--- config.mk ---
export PLATFORM = sky130hd
export DESIGN_NAME = rf_cfg_cmd_parser
export DESIGN_NICKNAME = d
export VERILOG_FILES = /design/src/rtl/rf_cfg_cmd_parser.sv
export SDC_FILE = /design/constraint.sdc
export NUM_CORES = 1
export LEC_CHECK = 0
export ABC_AREA = 1
export ABC_CLOCK_PERIOD_IN_PS = 4600
export CORE_ASPECT_RATIO = 1.5
export CORE_MARGIN = 8
export CORE_UTILIZATION = 55
export CTS_BUF_LIST = sky130_fd_sc_hd__clkbuf_4
export DETAILED_ROUTE_END_ITERATION = 7
export PLACE_DENSITY_LB_ADDON = 0.2
export REMOVE_ABC_BUFFERS = 1
export SYNTH_ARGS = -nofsm -noshare
export SYNTH_HDL_FRONTEND = slang
export SYNTH_SLANG_ARGS = --single-unit
export TNS_END_PERCENT = 50
--- constraint.sdc ---
create_clock -name internal_clk -period 4.6 [get_ports internal_clk]
set_input_delay 0.92 -clock internal_clk [delete_from_list [all_inputs] [get_ports internal_clk]]
set_output_delay 0.92 -clock internal_clk [all_outputs]
set_load 0.02 [all_outputs]
--- src/rtl/rf_cfg_cmd_parser.sv ---
// UART configuration-command parser for the RF module while M0=M1=1 (config mode).
// Defining RF_CFG_PARSER_PERSIST_EN adds a saved parameter bank written by C0 and reloaded by C4.
module rf_cfg_cmd_parser #(
   parameter int                                DATA_WIDTH     = 8,
   parameter int                                PARAM_BYTES    = 5,
   parameter logic [PARAM_BYTES*DATA_WIDTH-1:0] DEFAULT_PARAMS = 40'h0000_1A17_44,
   parameter logic [DATA_WIDTH-1:0]             VERSION_ID     = 8'h32,
   parameter int                                TIMEOUT_CYCLES = 50000
) (
   input  logic                                internal_clk,
   input  logic                                rst_n,
   input  logic                                config_mode,
   input  logic [DATA_WIDTH-1:0]               rx_data,
   input  logic                                rx_valid,
   output logic [DATA_WIDTH-1:0]               tx_data,
   output logic                                tx_valid,
   input  logic                                tx_ready,
   output logic                                aux,
   output logic [PARAM_BYTES*DATA_WIDTH-1:0]   params_out,
   output logic                                params_update,
   output logic                                soft_reset_req,
   output logic                                cmd_error
);

   localparam int IMG_W = PARAM_BYTES * DATA_WIDTH;
   localparam int IDX_W = $clog2(PARAM_BYTES + 1);
   localparam int TMO_W = $clog2(TIMEOUT_CYCLES + 1);

   localparam logic [DATA_WIDTH-1:0] HDR_WR_SAVE = DATA_WIDTH'(8'hC0);
   localparam logic [DATA_WIDTH-1:0] HDR_READ    = DATA_WIDTH'(8'hC1);
   localparam logic [DATA_WIDTH-1:0] HDR_WR_TEMP = DATA_WIDTH'(8'hC2);
   localparam logic [DATA_WIDTH-1:0] HDR_VERSION = DATA_WIDTH'(8'hC3);
   localparam logic [DATA_WIDTH-1:0] HDR_RESET   = DATA_WIDTH'(8'hC4);

   localparam logic [IDX_W-1:0] IDX_LAST  = IDX_W'(PARAM_BYTES - 1);
   localparam logic [IDX_W-1:0] IDX_FULL  = IDX_W'(PARAM_BYTES);
   localparam logic [TMO_W-1:0] TMO_LAST  = TMO_W'(TIMEOUT_CYCLES - 1);

   typedef enum logic [1:0] {
      ST_IDLE    = 2'd0,
      ST_COLLECT = 2'd1,
      ST_REPEAT  = 2'd2,
      ST_RESPOND = 2'd3
   } state_t;

   state_t                  r_state;
   logic [IDX_W-1:0]        r_idx;
   logic [1:0]              r_rep;
   logic [TMO_W-1:0]        r_tmo;
   logic [DATA_WIDTH-1:0]   r_hdr;
   logic [IMG_W-1:0]        r_shadow;
   logic [IMG_W-1:0]        r_params;
   logic [IMG_W-1:0]        r_rsp;
   logic [IDX_W-1:0]        r_tx_left;
   logic [DATA_WIDTH-1:0]   r_tx_data;
   logic                    r_tx_valid;
   logic                    r_upd;
   logic                    r_srst;
   logic                    r_err;
   logic                    r_aux;

   logic [IMG_W-1:0]        w_shadow_next;
   logic [IMG_W-1:0]        w_reload;

   // Bytes shift in from the right so that the first data byte ends up in the MSB byte.
   assign w_shadow_next = {r_shadow[IMG_W-DATA_WIDTH-1:0], rx_data};

`ifdef RF_CFG_PARSER_PERSIST_EN
   logic [IMG_W-1:0]        r_saved;
   assign w_reload = r_saved;
`else
   assign w_reload = DEFAULT_PARAMS;
`endif

   assign tx_data        = r_tx_data;
   assign tx_valid       = r_tx_valid;
   assign aux            = r_aux;
   assign params_out     = r_params;
   assign params_update  = r_upd;
   assign soft_reset_req = r_srst;
   assign cmd_error      = r_err;

   // Command FSM with all outputs registered.
   always_ff @(posedge internal_clk) begin
      if (!rst_n) begin
         r_state    <= ST_IDLE;
         r_idx      <= '0;
         r_rep      <= 2'd0;
         r_tmo      <= '0;
         r_hdr      <= '0;
         r_shadow   <= '0;
         r_params   <= DEFAULT_PARAMS;
`ifdef RF_CFG_PARSER_PERSIST_EN
         r_saved    <= DEFAULT_PARAMS;
`endif
         r_rsp      <= '0;
         r_tx_left  <= '0;
         r_tx_data  <= '0;
         r_tx_valid <= 1'b0;
         r_upd      <= 1'b0;
         r_srst     <= 1'b0;
         r_err      <= 1'b0;
         r_aux      <= 1'b0;
      end else begin
         r_upd  <= 1'b0;
         r_srst <= 1'b0;
         r_err  <= 1'b0;
         r_aux  <= (r_state == ST_IDLE);
         case (r_state)
            ST_IDLE: begin
               r_idx <= '0;
               r_rep <= 2'd0;
               r_tmo <= '0;
               if (rx_valid && config_mode) begin
                  if ((rx_data == HDR_WR_SAVE) || (rx_data == HDR_WR_TEMP)) begin
                     r_hdr    <= rx_data;
                     r_shadow <= '0;
                     r_state  <= ST_COLLECT;
                  end else if ((rx_data == HDR_READ) || (rx_data == HDR_VERSION) ||
                               (rx_data == HDR_RESET)) begin
                     r_hdr   <= rx_data;
                     r_rep   <= 2'd1;
                     r_state <= ST_REPEAT;
                  end else begin
                     r_err <= 1'b1;
                  end
               end
            end

            ST_COLLECT: begin
               if (!config_mode) begin
                  r_state <= ST_IDLE;
               end else if (rx_valid) begin
                  r_tmo    <= '0;
                  r_shadow <= w_shadow_next;
                  if (r_idx == IDX_LAST) begin
                     r_params   <= w_shadow_next;
`ifdef RF_CFG_PARSER_PERSIST_EN
                     if (r_hdr == HDR_WR_SAVE) begin
                        r_saved <= w_shadow_next;
                     end
`endif
                     r_upd      <= 1'b1;
                     r_tx_data  <= r_hdr;
                     r_tx_valid <= 1'b1;
                     r_rsp      <= w_shadow_next;
                     r_tx_left  <= IDX_FULL;
                     r_state    <= ST_RESPOND;
                  end else begin
                     r_idx <= r_idx + IDX_W'(1);
                  end
               end else if (r_tmo == TMO_LAST) begin
                  r_err   <= 1'b1;
                  r_state <= ST_IDLE;
               end else begin
                  r_tmo <= r_tmo + TMO_W'(1);
               end
            end

            ST_REPEAT: begin
               if (!config_mode) begin
                  r_state <= ST_IDLE;
               end else if (rx_valid) begin
                  r_tmo <= '0;
                  if (rx_data != r_hdr) begin
                     r_err   <= 1'b1;
                     r_state <= ST_IDLE;
                  end else if (r_rep == 2'd2) begin
                     r_rep <= 2'd3;
                     case (r_hdr)
                        HDR_READ: begin
                           r_tx_data  <= HDR_WR_SAVE;
                           r_tx_valid <= 1'b1;
                           r_rsp      <= r_params;
                           r_tx_left  <= IDX_FULL;
                           r_state    <= ST_RESPOND;
                        end
                        HDR_VERSION: begin
                           r_tx_data  <= HDR_VERSION;
                           r_tx_valid <= 1'b1;
                           r_rsp      <= {VERSION_ID, {(IMG_W-DATA_WIDTH){1'b0}}};
                           r_tx_left  <= IDX_W'(1);
                           r_state    <= ST_RESPOND;
                        end
                        HDR_RESET: begin
                           r_srst   <= 1'b1;
                           r_params <= w_reload;
                           r_state  <= ST_IDLE;
                        end
                        default: begin
                           r_state <= ST_IDLE;
                        end
                     endcase
                  end else begin
                     r_rep <= r_rep + 2'd1;
                  end
               end else if (r_tmo == TMO_LAST) begin
                  r_err   <= 1'b1;
                  r_state <= ST_IDLE;
               end else begin
                  r_tmo <= r_tmo + TMO_W'(1);
               end
            end

            ST_RESPOND: begin
               // Host bytes cannot be queued while a response is draining.
               if (rx_valid) begin
                  r_err <= 1'b1;
               end
               if (r_tx_valid && tx_ready) begin
                  if (r_tx_left == '0) begin
                     r_tx_valid <= 1'b0;
                     r_state    <= ST_IDLE;
                  end else begin
                     r_tx_data <= r_rsp[IMG_W-1 -: DATA_WIDTH];
                     r_rsp     <= {r_rsp[IMG_W-DATA_WIDTH-1:0], {DATA_WIDTH{1'b0}}};
                     r_tx_left <= r_tx_left - IDX_W'(1);
                  end
               end
            end

            default: begin
               r_tx_valid <= 1'b0;
               r_state    <= ST_IDLE;
            end
         endcase
      end
   end

endmodule

==> flow_summary_export.csv <==
group,metric,value,unit
status,status,"complete, no violations",
worst_setup_path,r2r_end,"tx_data[6]",
worst_setup_path,cp-startpoint,"r_state[0]",
placement,place_area,8540,µm²
power_and_ir_drop,p_per_area,295,nW/µm²
worst_setup_path,r2r_slack,1.53,ns
worst_setup_path,crit_chain,"inv_1 -> ha_1 -> inv_2 -> buf_4 -> a21oi_1 -> nor3_1 -> nand2_1 -> inv_2 -> nand2_1 -> nand2_1 -> nor2_1",
floorplan,core,14100,µm²
synth,ys_types,39,
floorplan,dieArea,18600,µm²
floorplan,die_h,163,µm
sta,post-route-min-period,3.07,ns
sta,fmax,0.326,GHz
worst_setup_path,endpoint_kind,"flip-flop",
placement,port_buffers,65,
grt,grt_pass1_wl,35.9,mm
hold_path,min_path_type,"flip-flop to flip-flop",
clock_network,clk_latency,0.55,ns
sta,rsz0062_at_grt,"no",
clock_network,cts_setup_buffers,0,
worst_setup_path,ff2ff_path_depth,11,
clock_network,numCtsBuffers,17,
floorplan,fp-row-count,53,
floorplan,io_pins,66,
sta,setup_violations,0,
layout,drive_above_1_share,0.0493,
layout,fillers,1413,
grt,grt_usage,0.238,
sta,hold_violations,0,
worst_setup_path,crit_top_cell,"nand2_1",
clock_network,clkSinkCount,159,
power_and_ir_drop,ir_drop,183,µV
synth,netlist_area,7920,µm²
detailed_routing,drt_iter0_drc,540,
sta,tightest_slew,1.20,ns
job,max_cap_violations,0,
worst_setup_path,slowest_stage,"inv_2",
placement,dp.cells,1376,
sta,worst_slack,1.53,ns
worst_setup_path,crit_cells,11,
sta,slew_violations,0,
floorplan,start_util,0.563,
placement,pre_cts_slack,1.23,ns
worst_setup_path,worstSetupPathType,"flip-flop to flip-flop",
detailed_routing,dr.pass1.iters,5,
clock_network,h-tree-depth,4,
clock_network,cts_tree,"built",
detailed_routing,drcViolationCount,0,
worst_setup_path,worstSetupEndpoint,"tx_data[6]",
worst_setup_path,critPathMaxStageDelay,0.74,ns
worst_setup_path,cp_num_buf_inv,4,
layout,layout-area-overhead-vs-synth,11.8,%
layout,fin_area,8860,µm²
worst_setup_path,worst_setup_path_start_kind,"flip-flop",
sta,min_period_over_period,0.667,
detailed_routing,drt-total-wl,22.1,mm
layout,fin_cells,1409,
grt,antenna_found_initial,1,
clock_network,cts_root_buffer,"clkbuf_4",
power_and_ir_drop,power,2.61,mW
synth,ys_ff_latch,159,
synth,synth.avg_cell_area,6.71,µm²
sta,fin_setup_tns,0,ns
worst_setup_path,cp.arrival,3.52,ns
detailed_routing,vias,7805,
floorplan,die_w,114,µm
worst_setup_path,cp_max_fo,52,
synth,ys_warn_count,0,
sta,maxSlewHeadroom,0.201,
synth,synth_cells,1181,
synth,yosysSeqAreaShare,0.402,
worst_setup_path,crit_required,5.05,ns
grt,grt_pass1_vias,7312,
clock_network,cts.path.max_buffers,2,
detailed_routing,ant_nets,0,
clock_network,cts.clk_slew.worst_paths,0.13,ns
detailed_routing,via_per_inst,5.54,
worst_setup_path,crit_family,"buffers and inverters",
power_and_ir_drop,p_leak,3.55,nW
layout,layout.nets,1227,
clock_network,post_cts_resized,0,
grt,grt_max_degree,59,
placement,dpl.hpwl,13.7,mm
worst_setup_path,r2r-start,"r_state[0]",
sta,skew,0.0344,ns
placement,place_congestion,0.944,
grt,grt.overflow.total,0,
clock_network,holdBufCountCts,0,
hold_path,hp-start,"r_shadow[30]",
detailed_routing,routedWlPerCell,15.7,µm
==> cells in the final DEF, fill, tap and decap left out, types with 2 or more instances in the layout <==
master	count
buf_4	12
nor2_1	208
clkinvlp_4	3
o211ai_1	3
a21oi_1	59
nor4_1	2
o21ai_0	78
nand2_2	3
bufinv_16	3
or2_2	2
inv_1	102
clkinv_1	3
dfxtp_1	159
a22o_1	2
ha_1	11
xnor2_1	6
o21ai_1	12
clkinv_4	2
inv_6	4
nand2_1	268
o22ai_1	5
nand4_1	35
xor2_1	2
inv_2	5
clkbuf_4	17
nor2_2	3
clkdlybuf4s50_1	64
nor3_1	14
a211oi_1	16
a22oi_1	31
o21bai_1	2
o2111ai_1	3
nand3_1	68
==> area by class of cell <==
class | instances | area (µm²) | share of cell area
sequential | 159 | 3180 | 0.359
antenna | 1 | 2.50 | 0.000283
inverter | 108 | 405 | 0.0458
multi-input combinational | 840 | 3980 | 0.449
clock inverter | 15 | 184 | 0.0208
clock buffer | 17 | 128 | 0.0144
timing repair buffer | 77 | 736 | 0.0831
tap | 192 | 240 | 0.0271
==> cells by family after synthesis <==
group / share of synthesized area
xor+xnor: 0.00885
buf+inv: 0.0963
flops: 0.402
fa+ha+maj: 0.0174
simple gates: 0.317
compound gates: 0.159
==> worst min-delay path, stage by stage (launching register included) <==
cell	delay [ns]
dfxtp_1	0.34
nand2_1	0.06
a21oi_1	0.05
==> power breakdown <==
group / internal, mW / total (mW) / switching, mW
sequential: 1.41 / 1.44 / 0.0213
clock: 0.385 / 0.909 / 0.524
combinational: 0.0948 / 0.264 / 0.169
total: 1.89 / 2.61 / 0.715
==> stage by stage <==
stage / utilization / hold slack, ns
3_5_place_dp: 0.608 / 0.463
4_1_cts: 0.630 / 0.480
2_1_floorplan: - / 0.439
6_report: 0.630 / 0.489
5_1_grt: 0.630 / 0.505
3_3_place_gp: 0.608 / 0.450
==> layer usage <==
metal / up-vias / wire [µm] / track usage
met5: - / 0 / 0
met4: 0 / 405 / 0.0888
li1: 3896 / - / -
met3: 30 / 1280 / 0.0375
met1: 3658 / 8970 / 0.268
met2: 221 / 11400 / 0.437
==> sequential cells by signal (all words and copies together) (netlist names) <==
name            count
r_idx               3
cmd_error           1
r_tmo              16
aux                 1
params_update       1
tx_valid            1
r_shadow           32
r_rep               2
r_rsp              40
r_tx_left           3
soft_reset_req      1
r_state             2
params_out         40
r_hdr               8
tx_data             8
==> cells in the mapped netlist, drive strengths merged <==
library cell,instances,area share
a22o,2,0.0022
a31oi,1,0.00079
nand4,35,0.028
xor2,2,0.0022
o211ai,3,0.0028
nor4,2,0.0016
o21ai,91,0.059
dfxtp,159,0.40
o21a,1,0.00095
a211oi,16,0.015
a22oi,31,0.029
buf,32,0.025
clkinv,1,0.00047
nand2,271,0.13
o22ai,5,0.0039
o21bai,2,0.0019
a21o,1,0.00095
nand3,69,0.045
xnor2,6,0.0066
o2111ai,3,0.0033
nor2,211,0.10
nor3,15,0.011
a21oi,60,0.038
ha,11,0.017
or2,2,0.0016
clkbuf,42,0.020
inv,107,0.051
==> how the worst min path moves through the flow <==
stage,endpoint,slack [ns],depth (start not counted)
floorplan,r_rep[0],0.44,2
global placement,r_rep[0],0.45,2
detailed placement,r_rep[0],0.46,2
CTS,r_rep[0],0.48,2
global route,r_shadow[30],0.51,2
finish,r_shadow[30],0.49,2
Power figures use the tool's default switching activity.
